## config.mk

```make
export PLATFORM = sky130hd
export DESIGN_NAME = ama_riscv_imm_gen_q
export DESIGN_NICKNAME = d
export VERILOG_FILES = /design/src/rtl/ama_riscv_imm_gen_q.sv
export SDC_FILE = /design/constraint.sdc
export NUM_CORES = 1
export LEC_CHECK = 0
export BUFFER_PORTS_ARGS = -buffer_cell sky130_fd_sc_hd__buf_2
export CAP_MARGIN = 20
export CORE_ASPECT_RATIO = 0.6
export CORE_UTILIZATION = 45
export CTS_CLUSTER_SIZE = 16
export DETAILED_ROUTE_END_ITERATION = 10
export GPL_TIMING_DRIVEN = 0
export PLACE_DENSITY = 0.61
export RECOVER_POWER = 100
export SETUP_SLACK_MARGIN = 0.5
export SLEW_MARGIN = 10
export SYNTH_ARGS = -nofsm -noshare
export SYNTH_HDL_FRONTEND = slang
export SYNTH_SLANG_ARGS = --single-unit
```

## constraint.sdc

```tcl
create_clock -name clk -period 7.65 [get_ports clk]
set_clock_uncertainty 0.05 [all_clocks]
set_input_delay 0.3825 -clock clk [delete_from_list [all_inputs] [get_ports clk]]
set_output_delay 0.3825 -clock clk [all_outputs]
set_load 0.03 [all_outputs]
```

## src/rtl/ama_riscv_imm_gen_q.sv

```systemverilog
// ama_riscv_imm_gen_q: registered RISC-V immediate generator with an output FIFO.
// Decodes I/S/B/J/U immediates from instr[31:7], sign-extends them to XLEN and
// queues them (with an error tag) in a DEPTH-entry circular buffer. A HOLD
// select re-issues the most recent immediate; reserved selects queue a zero
// tagged as an error and latch a sticky flag.
module ama_riscv_imm_gen_q #(
    parameter int XLEN  = 32,
    parameter int DEPTH = 2
) (
    input  logic            clk,
    input  logic            rst,
    input  logic            flush,
    input  logic            in_valid,
    output logic            in_ready,
    input  logic [2:0]      ig_sel,
    input  logic [24:0]     ig_in,
    output logic            out_valid,
    input  logic            out_ready,
    output logic [XLEN-1:0] ig_out,
    output logic            ig_err,
    output logic            err_sticky
);

    localparam int PW = (DEPTH > 1) ? $clog2(DEPTH) : 1;
    localparam int CW = $clog2(DEPTH + 1);

    localparam logic [PW-1:0] LAST_PTR   = PW'(DEPTH - 1);
    localparam logic [CW-1:0] DEPTH_CNT  = CW'(DEPTH);

    localparam logic [2:0] SEL_HOLD = 3'b000;
    localparam logic [2:0] SEL_I    = 3'b001;
    localparam logic [2:0] SEL_S    = 3'b010;
    localparam logic [2:0] SEL_B    = 3'b011;
    localparam logic [2:0] SEL_J    = 3'b100;
    localparam logic [2:0] SEL_U    = 3'b101;

    // ig_in[k] carries instr[k+7]; instr[31] is ig_in[24].
    function automatic logic [XLEN-1:0] gen_imm(input logic [2:0] sel, input logic [24:0] ins);
        logic [31:0]     imm32;
        logic [XLEN-1:0] ext;
        case (sel)
            SEL_I:   imm32 = {{20{ins[24]}}, ins[24:13]};
            SEL_S:   imm32 = {{20{ins[24]}}, ins[24:18], ins[4:0]};
            SEL_B:   imm32 = {{19{ins[24]}}, ins[24], ins[0], ins[23:18], ins[4:1], 1'b0};
            SEL_J:   imm32 = {{11{ins[24]}}, ins[24], ins[12:5], ins[13], ins[23:14], 1'b0};
            SEL_U:   imm32 = {ins[24:5], 12'b0};
            default: imm32 = 32'b0;
        endcase
        // Every format carries its sign in bit 31, so widening to XLEN is uniform.
        ext       = {XLEN{imm32[31]}};
        ext[31:0] = imm32;
        return ext;
    endfunction

    function automatic logic [PW-1:0] next_ptr(input logic [PW-1:0] p);
        logic [PW-1:0] n;
        if (p == LAST_PTR) begin
            n = '0;
        end else begin
            n = p + PW'(1);
        end
        return n;
    endfunction

    logic [XLEN-1:0] data_mem_r [DEPTH];
    logic            err_mem_r  [DEPTH];
    logic [PW-1:0]   rd_ptr_r;
    logic [PW-1:0]   wr_ptr_r;
    logic [CW-1:0]   count_r;
    logic [XLEN-1:0] last_imm_r;
    logic            err_sticky_r;

    logic            push_s;
    logic            pop_s;
    logic            sel_imm_s;
    logic            sel_rsv_s;
    logic [XLEN-1:0] push_data_s;

    assign in_ready   = (count_r < DEPTH_CNT);
    assign out_valid  = (count_r != '0);
    assign err_sticky = err_sticky_r;

    // A push coinciding with flush is discarded rather than queued.
    assign push_s = in_valid & in_ready & ~flush;
    assign pop_s  = out_valid & out_ready;

    // Classify the select and form the entry to be enqueued.
    always_comb begin
        sel_imm_s   = 1'b0;
        sel_rsv_s   = 1'b0;
        push_data_s = '0;
        case (ig_sel)
            SEL_HOLD: begin
                push_data_s = last_imm_r;
            end
            SEL_I, SEL_S, SEL_B, SEL_J, SEL_U: begin
                sel_imm_s   = 1'b1;
                push_data_s = gen_imm(ig_sel, ig_in);
            end
            default: begin
                sel_rsv_s   = 1'b1;
                push_data_s = '0;
            end
        endcase
    end

    // Head of queue; forced to zero when empty so no stale data leaks out.
    always_comb begin
        ig_out = '0;
        ig_err = 1'b0;
        if (out_valid) begin
            ig_out = data_mem_r[rd_ptr_r];
            ig_err = err_mem_r[rd_ptr_r];
        end else begin
            ig_out = '0;
            ig_err = 1'b0;
        end
    end

    // FIFO storage; contents are qualified by count so no reset is needed.
    always_ff @(posedge clk) begin
        if (push_s) begin
            data_mem_r[wr_ptr_r] <= push_data_s;
            err_mem_r[wr_ptr_r]  <= sel_rsv_s;
        end
    end

    // Pointer/count bookkeeping, last immediate and sticky error state.
    always_ff @(posedge clk) begin
        if (rst) begin
            rd_ptr_r     <= '0;
            wr_ptr_r     <= '0;
            count_r      <= '0;
            last_imm_r   <= '0;
            err_sticky_r <= 1'b0;
        end else begin
            if (flush) begin
                rd_ptr_r <= '0;
                wr_ptr_r <= '0;
                count_r  <= '0;
            end else begin
                if (push_s) begin
                    wr_ptr_r <= next_ptr(wr_ptr_r);
                end
                if (pop_s) begin
                    rd_ptr_r <= next_ptr(rd_ptr_r);
                end
                case ({push_s, pop_s})
                    2'b10:   count_r <= count_r + CW'(1);
                    2'b01:   count_r <= count_r - CW'(1);
                    default: count_r <= count_r;
                endcase
            end
            if (push_s && sel_imm_s) begin
                last_imm_r <= push_data_s;
            end
            if (push_s && sel_rsv_s) begin
                err_sticky_r <= 1'b1;
            end
        end
    end

endmodule

```

==> impl_metrics.toml <==
[logic_synthesis]
synthesis.nets = 470
postSynth.asyncResetShare = 0
main_flop_type_after_synthesis = "edfxtp_1"
post_synth.cell_area_avg_sq_um = 11.1
synthesis.instances = 436
mappedNetlistArea_sq_um = 4850
postSynthRegisterBits = 104
part_of_the_yosys_area_used_for_sequential_elements = 0.566
synth_cell_types = 43
synth.largest_area_cell = "edfxtp_1"
synth_warnings = 0
synth_enable_flop_cells = 66
synth_area_leaders = "edfxtp_1 41%, dfxtp_1 16%, mux2i_1 11%, nor2_1 5.7%, o221ai_1 2.0%"
yosysTopAreaCellShare = 0.409

[grt]
grt_start_max_net_pins = 19
gr-total-overflow = 0
first_global_vias = 3468
groute.usage.overall = 0.221
antenna_violations_before_repair = 0
grt_pass1_wl_mm = 18.1

[floorplan]
row_count = 28
boundaryPins = 69
die_area_sq_um = 11200
floorplan.initialDensity = 0.477
core_region_area_sq_um = 10200
chipWidth_um = 136
dieHeight_um = 82.4

[finish]
final-seq-area_sq_um = 2740
number_of_inserted_diodes = 0
most_common_library_cell_in_the_layout_ignoring_fill_and_taps = "nor2_1"
multiInputGateArea_sq_um = 1850
fill_cells = 951
layout.cells.most_common_list = "73 x nor2_1, 72 x clkbuf_1, 66 x edfxtp_1, 53 x mux2i_1, 38 x dfxtp_1"
fin_nets = 549
post_route_cells_drive_above_1_share = 0.119
syn_to_final_growth_pct = 15.4

[drt]
routedWlPerCell_um = 17.7
via_count = 3685
remaining_drc_errors = 0
drtIter0Drc = 159
wirelength_mm = 11.6
drt.antenna.violating_nets = 0
drt_pre_antenna_iters = 4
post_drt_via_cell_ratio = 5.63

[sta]
final-hold-violation-count = 0
relSlewSlack = -0.0162
setup_viol_count_final = 0
rsz0062_at_grt = "false"
layout_setup_ws_ps = 3960
layout_min_cycle_time_ps = 3690
final_max_slew_viol_count = 17
fin_setup_tns_ps = 0
achievable-frequency_mhz = 271
fin_crit_sh = 0.482
tightestPinTransition_ps = 1520

[cts]
postCtsResizedCells = 0
cts_max_level = 3
post_cts.repair.setup_buffers = 0
post_cts_hold_buffer_count = 0
cts_root_buffer = "clkbuf_16"
tritoncts_num_sinks = 104
tritoncts = "yes"
tritoncts.num_buffers = 9
cts_buffer_depth = 2
clk-insertion-delay-late_ps = 350
cts.reportedPaths.clkPinSlew_ps = 60

[placed_design]
numPortBuffers = 66
placement_stage_worst_setup_slack_ps = 5440
routabilityCongestion = 0.776
hpwlAfterDp_mm = 8.37

[critical_path]
timing.reg2reg.worst_path_depth = 4
cp_data_arrival_time_ps = 3600
worst_setup_path_end_kind = "flop"
cp_data_required_time_ps = 7570
path_max_fanout = 18
crit_type = "flop to flop"
setup.worst_path.start_class = "flop"

[min_path]
timing.hold.worst.class = "input pin to flop"
min_delay_path_depth = 2

[run_status]
failed_checks = "max-capacitance violations, max-slew violations"
status = "finished with violations"

[power_and_ir_drop]
power.ir.vdd_worst_uv = 118
pwr_density_cell_nw_per_um2 = 226
p_leak_nw = 1.91

[flow_run]
max_cap_viol_count = 1
sequential cells by signal, indices dropped and copies added (netlist names), named ones only:
signal and count:
count_r 2, rd_ptr_r 1, err_mem_r 2, wr_ptr_r 1
data_mem_r 64, last_imm_r 32, err_sticky 1
per-stage QoR:
step | util | std cells | hold WS (ps) | total power [mW] | instance area (sq um)
after floorplan | - | 436 | 387 | 0.745 | 4850
after global placement | 0.526 | 637 | 394 | 0.790 | 5350
after detailed placement | 0.533 | 639 | 401 | 0.796 | 5410
after CTS | 0.563 | 655 | 247 | 1.28 | 5720
after global routing | 0.551 | 655 | 253 | 1.31 | 5600
final | 0.551 | 655 | 233 | 1.26 | 5600
per-layer routing:
metal,share of wire,vias up,track usage
met1,0.48,1802,0.302
met5,0,-,0
met4,0.013,0,0.0778
met3,0.075,16,0.0641
li1,-,1747,-
met2,0.43,120,0.336
cell usage after synthesis (all sizes together), types with 5 or more instances:
library cell,count
nor2,73
nand2,7
inv,17
mux2i,53
o221ai,11
dfxtp,38
nor4b,8
buf,17
o21a,12
a22oi,6
clkbuf,22
a221o,8
edfxtp,66
nand3,5
nor3,21
o21ai,7
a21oi,28
where the power goes:
part / total, mW / internal, mW / switching, mW
Combinational: 0.148 / 0.0492 / 0.0986
Clock: 0.484 / 0.286 / 0.198
Sequential: 0.632 / 0.624 / 0.00792
Total: 1.26 / 0.959 / 0.305
critical path: stages, from the launching register on:
cell      delay, ps
dfxtp_1         350
nor3b_1         490
inv_1           300
nor2_1         1190
clkbuf_1        920
layout make-up:
class | instances | area share
inverter | 17 | 0.0114
buffer | 39 | 0.0288
tap | 135 | 0.0302
sequential | 104 | 0.490
timing repair buffer | 68 | 0.0521
clock buffer | 10 | 0.0409
multi-input combinational | 276 | 0.331
clock inverter | 6 | 0.0152
final timing paths:
kind	slack, ps	start	end
setup / recovery	3960	count_r[1]	data_mem_r[0][15]
hold / removal	230	flush	flop
setup reg to reg	3960	count_r[1]	data_mem_r[0][15]
hold reg to reg	410	last_imm_r[0]	last_imm_r[0]
cells by family after synthesis:
group,share of synthesized area
fa+ha+maj,0.00258
xor+xnor,0.00903
buf+inv,0.0485
mux,0.109
flops,0.566
simple gates,0.140
compound gates,0.124
Note: power is estimated with default switching activity, not from simulation.
